--- src/rtl/spi_led_tx.sv ---
// spi_led_tx: SPI-style (mode 0) master transmitter feeding a 74HC595-type
// LED shift register / latch. One frame shifts DATA_W bits out on mosi with
// DATA_W rising edges of sclk. cs_n frames the transfer, and its rising edge
// latches the LED register.
//
// Ports:
//   clk    in   system clock; all logic on the rising edge
//   reset  in   asynchronous, active-high; returns the block to IDLE
//   start  in   frame request, sampled only while idle
//   data   in   [DATA_W-1:0] frame value, captured on the accepting edge
//   busy   out  high while a frame is in progress
//   done   out  one-cycle pulse in the cycle where cs_n returns high
//   sclk   out  serial clock, idles low
//   mosi   out  serial data, changes only while sclk is low
//   cs_n   out  active-low select / latch strobe
//
// Frame timing in clk cycles (C = CLK_DIV):
//   SETUP C low | DATA_W x (C high + C low) | HOLD C low
// busy is therefore high for C*(2*DATA_W+2) cycles.
module spi_led_tx #(
    parameter int CLK_DIV   = 4,
    parameter int DATA_W    = 8,
    parameter bit MSB_FIRST = 1'b1
) (
    input  logic              clk,
    input  logic              reset,
    input  logic              start,
    input  logic [DATA_W-1:0] data,
    output logic              busy,
    output logic              done,
    output logic              sclk,
    output logic              mosi,
    output logic              cs_n
);

    localparam int CW = (CLK_DIV > 1) ? $clog2(CLK_DIV) : 1;
    localparam int BW = (DATA_W > 1) ? $clog2(DATA_W) : 1;
    localparam logic [CW-1:0] DIV_LAST = CW'(CLK_DIV - 1);
    localparam logic [BW-1:0] BIT_LAST = BW'(DATA_W - 1);

    typedef enum logic [1:0] {IDLE, SETUP, SHIFT, HOLD} state_t;

    state_t            state_q, state_d;
    logic [CW-1:0]     div_q, div_d;
    logic [BW-1:0]     bit_q, bit_d;
    logic [DATA_W-1:0] sh_q, sh_d;
    logic              sclk_q, sclk_d;
    logic              mosi_q, mosi_d;
    logic              cs_n_q, cs_n_d;
    logic              busy_q, busy_d;
    logic              done_q, done_d;

    logic              tick;
    logic              last_bit;

    // Bit that goes on the wire next, given the current shift-register contents.
    function automatic logic first_bit(input logic [DATA_W-1:0] v);
        return MSB_FIRST ? v[DATA_W-1] : v[0];
    endfunction

    // Move the next bit into the position first_bit() reads from.
    function automatic logic [DATA_W-1:0] shift_once(input logic [DATA_W-1:0] v);
        return MSB_FIRST ? {v[DATA_W-2:0], 1'b0} : {1'b0, v[DATA_W-1:1]};
    endfunction

    // tick marks the last clk cycle of the current SCLK half-period.
    assign tick     = (div_q == DIV_LAST);
    assign last_bit = (bit_q == BIT_LAST);

    // State and counter registers.
    always_ff @(posedge clk or posedge reset) begin
        if (reset) begin
            state_q <= IDLE;
            div_q   <= '0;
            bit_q   <= '0;
        end else begin
            state_q <= state_d;
            div_q   <= div_d;
            bit_q   <= bit_d;
        end
    end

    // Output and shift registers; every pin comes straight from a flop.
    always_ff @(posedge clk or posedge reset) begin
        if (reset) begin
            sh_q   <= '0;
            sclk_q <= 1'b0;
            mosi_q <= 1'b0;
            cs_n_q <= 1'b1;
            busy_q <= 1'b0;
            done_q <= 1'b0;
        end else begin
            sh_q   <= sh_d;
            sclk_q <= sclk_d;
            mosi_q <= mosi_d;
            cs_n_q <= cs_n_d;
            busy_q <= busy_d;
            done_q <= done_d;
        end
    end

    // Next-state logic.
    always_comb begin
        state_d = state_q;
        div_d   = tick ? '0 : div_q + 1'b1;
        bit_d   = bit_q;
        case (state_q)
            IDLE: begin
                div_d = '0;
                bit_d = '0;
                if (start) state_d = SETUP;
            end
            SETUP: begin
                if (tick) state_d = SHIFT;
            end
            SHIFT: begin
                // A bit ends at the close of its low phase.
                if (tick && !sclk_q) begin
                    if (last_bit) begin
                        state_d = HOLD;
                        bit_d   = '0;
                    end else begin
                        bit_d = bit_q + 1'b1;
                    end
                end
            end
            HOLD: begin
                if (tick) state_d = IDLE;
            end
            default: state_d = IDLE;
        endcase
    end

    // Next values of the output and shift registers.
    always_comb begin
        sh_d   = sh_q;
        sclk_d = sclk_q;
        mosi_d = mosi_q;
        cs_n_d = cs_n_q;
        busy_d = busy_q;
        done_d = 1'b0;
        case (state_q)
            IDLE: begin
                if (start) begin
                    sh_d   = data;
                    mosi_d = first_bit(data);
                    cs_n_d = 1'b0;
                    busy_d = 1'b1;
                end
            end
            SETUP: begin
                if (tick) sclk_d = 1'b1;
            end
            SHIFT: begin
                if (tick) begin
                    if (sclk_q) begin
                        // Falling edge: present the next bit (or park mosi low
                        // after the final bit) while sclk is low.
                        sclk_d = 1'b0;
                        sh_d   = shift_once(sh_q);
                        mosi_d = last_bit ? 1'b0 : first_bit(shift_once(sh_q));
                    end else if (!last_bit) begin
                        sclk_d = 1'b1;
                    end
                end
            end
            HOLD: begin
                if (tick) begin
                    cs_n_d = 1'b1;
                    busy_d = 1'b0;
                    done_d = 1'b1;
                end
            end
            default: ;
        endcase
    end

    assign sclk = sclk_q;
    assign mosi = mosi_q;
    assign cs_n = cs_n_q;
    assign busy = busy_q;
    assign done = done_q;

endmodule
--- config.mk ---
export PLATFORM = sky130hd
export DESIGN_NAME = spi_led_tx
export DESIGN_NICKNAME = d
export VERILOG_FILES = /design/src/rtl/spi_led_tx.sv
export SDC_FILE = /design/constraint.sdc
export NUM_CORES = 1
export LEC_CHECK = 0
export CORE_ASPECT_RATIO = 1.25
export CORE_MARGIN = 2
export CORE_UTILIZATION = 51
export DETAILED_ROUTE_END_ITERATION = 8
export PLACE_DENSITY = 0.87
export SETUP_SLACK_MARGIN = 0.05
export SLEW_MARGIN = 20
export SYNTH_ARGS = -nofsm -noshare
export SYNTH_HDL_FRONTEND = slang
export SYNTH_SLANG_ARGS = --single-unit
--- constraint.sdc ---
create_clock -name clk -period 2.1 [get_ports clk]
set_clock_uncertainty 0.2 [all_clocks]
set_input_delay 0.42 -clock clk [delete_from_list [all_inputs] [get_ports clk]]
set_output_delay 0.42 -clock clk [all_outputs]
set_load 0.005 [all_outputs]
* Word level (Yosys, flattened, before mapping) *
Index checks and enable logic that the tools add are counted.

storage, ports and cells
  register bits = 19
  bits of input ports = 11
  output and inout port bits = 5
  logic and storage cells = 66

operators by class
  add/subtract/negate cells = 2
  equal/unequal tests = 12
  muxes and demuxes = 32
  reductions and logical operators = 11

operators with widths
  operator             number
  $mux 7               3
  $mux 2               7
  $ne 2x2->1 const B   7
  $pmux 7 s2           1
  $mux 1               13
  $pmux 1 s2           4
  $pmux 2 s4           1
  $eq 2x2->1 const B   3
  $mux 3               2
  $pmux 3 s2           1
  $reduce_and 3->1     2
  $reduce_bool 2->1    3
  $reduce_and 5->1     1
  $reduce_and 4->1     1
  $add 3x1->3 const B  1
  $eq 3x3->1 const B   1
  $add 2x1->2 const B  1
  $eq 2x1->1 const B   1
  $logic_not 2->1      1
  $reduce_and 2->1     1
  $logic_and 1x1->1    1
  $logic_not 1->1      1

* Depth between registers and ports, before layout *
Gate-level depths: netlist of run 1.

  depth in word-level cells = 5
  mapped depth = 8
  depth with buffers taken out = 6

* Worst setup path after synthesis of run 1 *
OpenSTA, ideal clock, no wires.

  path kind = reg2reg
  start = reg state_q[0]
  end = reg state_q[1]
  library setup time = 0.125 ns
  data arrival time = 1.459 ns
  data required time = 1.775 ns
  slack = 0.316 ns
  cell stages (with the launch flop) = 7
  buffers on the path = 1
  clock period less this slack = 1.784 ns
  cell sequence = dfrtp_1 -> inv_1 -> ha_1 -> buf_4 -> nand2_1 -> nand4_1 -> mux2_2

between the ends
  word-level cells in the longest chain between the ends = 3
  elaborated cells on any way between the ends = 11
  those cells by class = 8 x eq/ne; 1 x mux; 2 x reduce/logical

ends and longest elaborated chain
  element                             RTL line  source
  from (decl)                         43        state_t state_q, state_d;
  from (signal assigned)              77        state_q <= state_d;
  $eq 2x2->1 (tied with other cells)  107       case (state_q)
  $ne 2x2->1 (no source line)         --
  $reduce_and 5->1 (no source line)   --

Several ways; a longest one is shown, not always the timed one.
A chain may end at the register's enable or synchronous reset.

* Worst setup path in the final report of run 1 *
  start = reg cs_n_q, in the netlist cs_n
  end = out cs_n

RTL lines
  element                 RTL line  source
  from (decl)             49        logic cs_n_q, cs_n_d;
  from (signal assigned)  96        cs_n_q <= cs_n_d;
  to (decl)               33        output logic cs_n

No word-level cell between the ends.

==> flow_metrics.env, run 1 <==
export IMPL_gp_congestion=0.817
export IMPL_area_growth_pct=21.4
export IMPL_dpl_cell_count=133
export IMPL_layout_nets=138
export IMPL_die_x_um=43.6
export IMPL_avgSynthCellArea_um2=10.3
export IMPL_slew_headroom=0.803
export IMPL_whs_ns=0.226
export IMPL_io_pins=16
export IMPL_grt_usage=0.173
export IMPL_critPathSlowestCell="dfstp_2"
export IMPL_fmax_mhz=512
export IMPL_final_cell_mix="18 x dfrtp_1, 15 x clkdlybuf4s50_1, 12 x a21oi_1, 9 x nor2_1"
export IMPL_yosys_warnings=0
export IMPL_finalNonFillerCells=137
export IMPL_max_stage_delay_ns=0.55
export IMPL_power_switching_uw=120
export IMPL_clkSinkCount=19
export IMPL_htreeDepth=1
export IMPL_antenna_cells=0
export IMPL_rows=17
export IMPL_synth_nets=116
export IMPL_power_frac_seq=0.632
export IMPL_hp_class="in2async"
export IMPL_syn_area_um2=1000
export IMPL_cts_root_buf="clkbuf_4"
export IMPL_wl_um=1780
export IMPL_post_route_drc_count=0
export IMPL_critPathKind="reg2out"
export IMPL_first_iter_violations=7
export IMPL_fin_crit_sh=0.931
export IMPL_postCtsHoldBufs=0
export IMPL_tightest_slew_ns=0.292
export IMPL_tns_ns=0
export IMPL_final_core_util=0.671
export IMPL_cts_resized=0
export IMPL_grt_setup_unrepaired="false"
export IMPL_yosysSeqAreaShare=0.477
export IMPL_initial_core_util=0.553
export IMPL_die_area_um2=2330
export IMPL_via_per_inst=5.54
export IMPL_die_h_um=53.5
export IMPL_overflow=0
export IMPL_p_clk_frac=0.314
export IMPL_crit_family="flip-flops"
export IMPL_required_ns=1.48
export IMPL_grt_pass1_wl_um=2950
export IMPL_critPathArrivalTime_ns=1.33
export IMPL_cp_start_kind="register"
export IMPL_firstDrtPassIters=4
export IMPL_synth_distinct_cells=26
export IMPL_intPower_uw=461
export IMPL_clockBufferDepth=2
export IMPL_route_met3_wl_um=64
export IMPL_critPathMaxFanout=3
export IMPL_vias=759
export IMPL_dpl_hpwl_um=1430
export IMPL_post_cts_buffers=0
export IMPL_clk_pin_slew_ns=0.11
export IMPL_end_kind="primary output"
export IMPL_sw_frac_of_total=0.207
export IMPL_cp_num_buf_inv=1
export IMPL_grt_pass1_vias=746
export IMPL_syn_instance_count=97
export IMPL_port_buffer_count=15
export IMPL_ys_seq_elements=19
export IMPL_antenna_found_initial=0
export IMPL_cap_violations=0
export IMPL_p_per_area_nw_per_um2=479
export IMPL_ir_drop_mv=0.362
export IMPL_cts_buffers=3
export IMPL_route_met2_wl_um=1000
export IMPL_grt_max_degree=20
export IMPL_antenna_left=0
export IMPL_path_cells="clkdlybuf4s50_1"
export IMPL_insertion_delay_ns=0.29
export IMPL_slew_viol_final=0
export IMPL_layout_drive_gt1_share=0.119
export IMPL_setup_viol_count_final=0
export IMPL_power_leakage_uw=0.000574
export IMPL_status="finished, final reports clean"
export IMPL_core_um2=1810
export IMPL_cts_tree="yes"
export IMPL_top_layer_used="met4"
export IMPL_hold_violations=0
export IMPL_wl_met1_um=708
export IMPL_period_minus_slack_ns=1.95
export IMPL_drt_wirelength_per_cell_um=13.0
export IMPL_combinationalPowerShare=0.054
export IMPL_final_common_cell="dfrtp_1"
-- cell type report --
cell class | count | area [um^2]
Fill cell | 146 | 594
Sequential cell | 19 | 477
Multi-Input combinational cell | 69 | 477
Timing Repair Buffer | 20 | 188
Clock buffer | 4 | 26.3
Tap cell | 19 | 23.8
Inverter | 6 | 22.5
-- flip-flops by register name, summed over array words and instances, names as in the netlist --
register and flops:
bit_q 3, busy 1, cs_n 1, div_q 2
done 1, mosi 1, sclk 1, sh_q 7
state_q 2
-- cells in the mapped netlist --
cell type / count / area (um^2)
o22ai_1: 1 / 6.26
nor2b_1: 3 / 18.8
a22oi_1: 1 / 7.51
buf_6: 1 / 11.3
o21ai_0: 4 / 20.0
a211oi_4: 1 / 20.0
mux2i_1: 8 / 80.1
o41ai_1: 1 / 8.76
nor3_1: 2 / 10.0
dfrtp_1: 18 / 450
nand4_1: 1 / 6.26
nand2_1: 8 / 30.0
and2_1: 1 / 6.26
nor2_2: 1 / 6.26
buf_4: 1 / 7.51
inv_1: 6 / 22.5
nand3_1: 1 / 5.00
a21oi_2: 2 / 17.5
a21oi_1: 12 / 60.1
mux2_2: 1 / 11.3
ha_1: 8 / 100
nand2b_1: 3 / 18.8
dfstp_2: 1 / 26.3
nor2_1: 9 / 33.8
buf_2: 1 / 5.00
a32o_1: 1 / 10.0
-- routing by layer --
| metal | track usage | vias up |
|---|---|---|
| met5 | 0 | - |
| met4 | 0.0758 | 0 |
| met2 | 0.358 | 17 |
| met3 | 0.0205 | 2 |
| li1 | - | 375 |
| met1 | 0.164 | 365 |
-- final timing paths --
kind / cells after the start / endpoint / slack [ns] / startpoint
max: 1 / cs_n / 0.15 / cs_n$_DFFE_PP1P_
min: 3 / sh_q[2]$_DFFE_PP0P_ / 0.23 / reset
max reg2reg: 6 / state_q[1]$_DFFE_PP0P_ / 0.21 / bit_q[0]$_DFFE_PP0P_
min reg2reg: 1 / div_q[0]$_DFF_PP0_ / 0.28 / div_q[0]$_DFF_PP0_
max in group asynchronous: 3 / cs_n$_DFFE_PP1P_ / 1.21 / reset
min in group clk: 1 / div_q[0]$_DFF_PP0_ / 0.28 / div_q[0]$_DFF_PP0_
-- kinds of logic after synthesis --
family	count (synthesis)	synth area share
adder cells (fa/ha/maj)	8	0.100
buffers and inverters	9	0.0463
multiplexers	9	0.0914
AND/OR/NAND/NOR	29	0.135
AO/OA/AOI/OAI	23	0.150
flip-flops	19	0.477
-- per-stage QoR --
step	power (uW)	setup WS (ns)	instance area, um^2
after detailed placement	407	0.204	1190
final	581	0.146	1210
after global routing	600	0.110	1210
after global placement	406	0.221	1190
after floorplan	382	0.316	1000
after CTS	586	0.125	1210
-- power groups by stage --
stage          Sequential (uW)  Combinational [uW]  Clock [uW]
3_3_place_gp               374                31.9           0
3_5_place_dp               374                32.4           0
6_report                   367                31.6         182
2_1_floorplan              374                7.26           0
4_1_cts                    367                32.4         187
5_1_grt                    367                35.0         198
-- worst min-delay path, cell delays in order --
cell and delay [ns]:
clkdlybuf4s50_1 0.39, inv_1 0.05, buf_4 0.24
Note: power is estimated with default switching activity, not from simulation.
==> run 2: changes to the inputs <==
--- a/config.mk
+++ b/config.mk
@@ -11,7 +11,6 @@
 export DETAILED_ROUTE_END_ITERATION = 8
 export PLACE_DENSITY = 0.87
 export SETUP_SLACK_MARGIN = 0.05
-export SLEW_MARGIN = 20
 export SYNTH_ARGS = -nofsm -noshare
 export SYNTH_HDL_FRONTEND = slang
 export SYNTH_SLANG_ARGS = --single-unit
==> constraint.sdc (replaced) <==
create_clock -name clk -period 2.08 [get_ports clk]
set_clock_uncertainty 0.2 [all_clocks]
set_input_delay 0.416 -clock clk [delete_from_list [all_inputs] [get_ports clk]]
set_output_delay 0.416 -clock clk [all_outputs]
set_load 0.005 [all_outputs]
==> run 2 against run 1 <==
Clock-buffer cell count is the same. Sequential share of layout area grew 0.16 points. Final cell count shrank 0.73%. Setup slack lost 0.029 ns. Critical path type unchanged. Critical endpoint unchanged. Highest routed layer unchanged.
==> flow_metrics.env, run 2 (synthesis results as in run 1) <==
export IMPL_status="finished, final reports clean"
export IMPL_largest_reg_flops=7
export IMPL_finalNonFillerCells=136
export IMPL_nFillCells=154
export IMPL_grt_busiest_layer="met2"
export IMPL_met2_usage=0.341
export IMPL_cts_buffers=3
export IMPL_post_cts_buffers=0
export IMPL_insertion_delay_ns=0.29
export IMPL_critPathMaxFanout=3
export IMPL_antenna_found_initial=0
export IMPL_intPower_uw=465
export IMPL_critPathSlowestCell="dfstp_2"
export IMPL_power_leakage_uw=0.000567
export IMPL_tns_ns=0
export IMPL_reg_top3="sh_q (7), bit_q (3)"
export IMPL_wl_um=1760
export IMPL_setup_viol_count_final=0
export IMPL_cap_violations=0
export IMPL_cts_root_buf="clkbuf_4"
export IMPL_critPathKind="reg2out"
export IMPL_cp_num_buf_inv=1
export IMPL_initial_core_util=0.553
export IMPL_seq_area_um2=477
export IMPL_htreeDepth=1
export IMPL_core_um2=1810
export IMPL_layout_drive_gt1_share=0.120
export IMPL_drt_wirelength_per_cell_um=13.0
export IMPL_firstDrtPassIters=4
export IMPL_grt_usage=0.187
export IMPL_clockBufferDepth=2
export IMPL_die_x_um=43.6
export IMPL_grt_setup_unrepaired="false"
export IMPL_dpl_worst_slack_ns=0.185
export IMPL_p_per_area_nw_per_um2=486
export IMPL_die_area_um2=2330
export IMPL_clk_pin_slew_ns=0.10
export IMPL_end_kind="primary output"
export IMPL_overflow=0
export IMPL_port_buffer_count=15
export IMPL_vias=747
export IMPL_total_power_uw=587
export IMPL_cts_tree="yes"
export IMPL_critPathArrivalTime_ns=1.35
export IMPL_combinationalPowerShare=0.053
export IMPL_io_pins=16
export IMPL_grt_max_degree=20
export IMPL_clkSinkCount=19
export IMPL_p_clk_frac=0.315
export IMPL_crit_family="flip-flops"
export IMPL_regMostFlops="sh_q"
export IMPL_post_route_drc_count=0
export IMPL_hp_class="in2async"
export IMPL_max_stage_delay_ns=0.56
export IMPL_layout_setup_ws_ns=0.117
export IMPL_area_growth_pct=20.9
export IMPL_final_common_cell="dfrtp_1"
export IMPL_path_cells="clkdlybuf4s50_1"
export IMPL_sw_frac_of_total=0.208
export IMPL_dpl_cell_count=132
export IMPL_fmax_mhz=509
export IMPL_first_iter_violations=9
export IMPL_via_per_inst=5.49
export IMPL_power_switching_uw=122
export IMPL_placed_area_um2=1180
export IMPL_grt_pass1_vias=771
export IMPL_period_minus_slack_ns=1.96
export IMPL_cp_start_kind="register"
export IMPL_slew_viol_final=0
export IMPL_dpl_hpwl_um=1370
export IMPL_die_h_um=53.5
export IMPL_use_met1=0.209
export IMPL_gp_congestion=0.825
export IMPL_rows=17
export IMPL_fin_crit_sh=0.944
export IMPL_ir_drop_mv=0.384
export IMPL_globalRouteMet3Util=0.0205
export IMPL_grt_pass1_wl_um=3200
export IMPL_hold_violations=0
export IMPL_required_ns=1.46
export IMPL_final_cell_mix="18 x dfrtp_1, 15 x clkdlybuf4s50_1, 12 x a21oi_1, 9 x nor2_1"
export IMPL_layout_nets=137
export IMPL_slew_headroom=0.811
export IMPL_antenna_cells=0
export IMPL_antenna_left=0
export IMPL_power_frac_seq=0.631
export IMPL_final_area_um2=1210
export IMPL_multi_input_area_um2=479
export IMPL_tightest_slew_ns=0.281
run 2: area by class of cell:
| class | instances | share of cell area |
|---|---|---|
| clock buffers | 4 | 0.0217 |
| inverters | 6 | 0.0186 |
| multi-input cells | 69 | 0.396 |
| flip-flops and latches | 19 | 0.394 |
| well taps | 19 | 0.0197 |
| repair buffers | 19 | 0.149 |
run 2: what timing repair did:
action	4_1_cts	5_1_grt
hold buffers	0	0
hold endpoints to repair	0	0
setup endpoints to repair	0	7
resized for setup	0	1
run 2: worst paths after layout:
check	start	end	slack, ns	cells after the start
hold / removal	reset	div_q[1]$_DFF_PP0_	0.22	3
hold reg to reg	div_q[0]$_DFF_PP0_	div_q[0]$_DFF_PP0_	0.28	1
setup reg to reg	bit_q[0]$_DFFE_PP0P_	state_q[1]$_DFFE_PP0P_	0.20	6
setup / recovery	cs_n$_DFFE_PP1P_	cs_n	0.12	1
max in group asynchronous	reset	cs_n$_DFFE_PP1P_	1.20	3
min in group clk	div_q[0]$_DFF_PP0_	div_q[0]$_DFF_PP0_	0.28	1
run 2: per-stage QoR:
| step | util | hold slack [ns] |
|---|---|---|
| after CTS | 0.667 | 0.227 |
| final | 0.669 | 0.223 |
| after global routing | 0.669 | 0.253 |
| after floorplan | - | 0.166 |
| after global placement | 0.653 | 0.251 |
| after detailed placement | 0.653 | 0.267 |
run 2: routing by layer:
metal | vias to the layer above | share of wire
met2 | 14 | 0.55
met5 | - | 0
met4 | 0 | 0.016
met1 | 353 | 0.41
li1 | 376 | -
met3 | 4 | 0.027
run 2: power groups by stage:
stage                     clock (uW)  sequential (uW)  combinational (uW)
after global placement             0              378                32.1
after global routing             205              371                35.2
after detailed placement           0              378                32.2
after floorplan                    0              378                7.32
final                            185              371                31.4
after CTS                        193              371                32.3
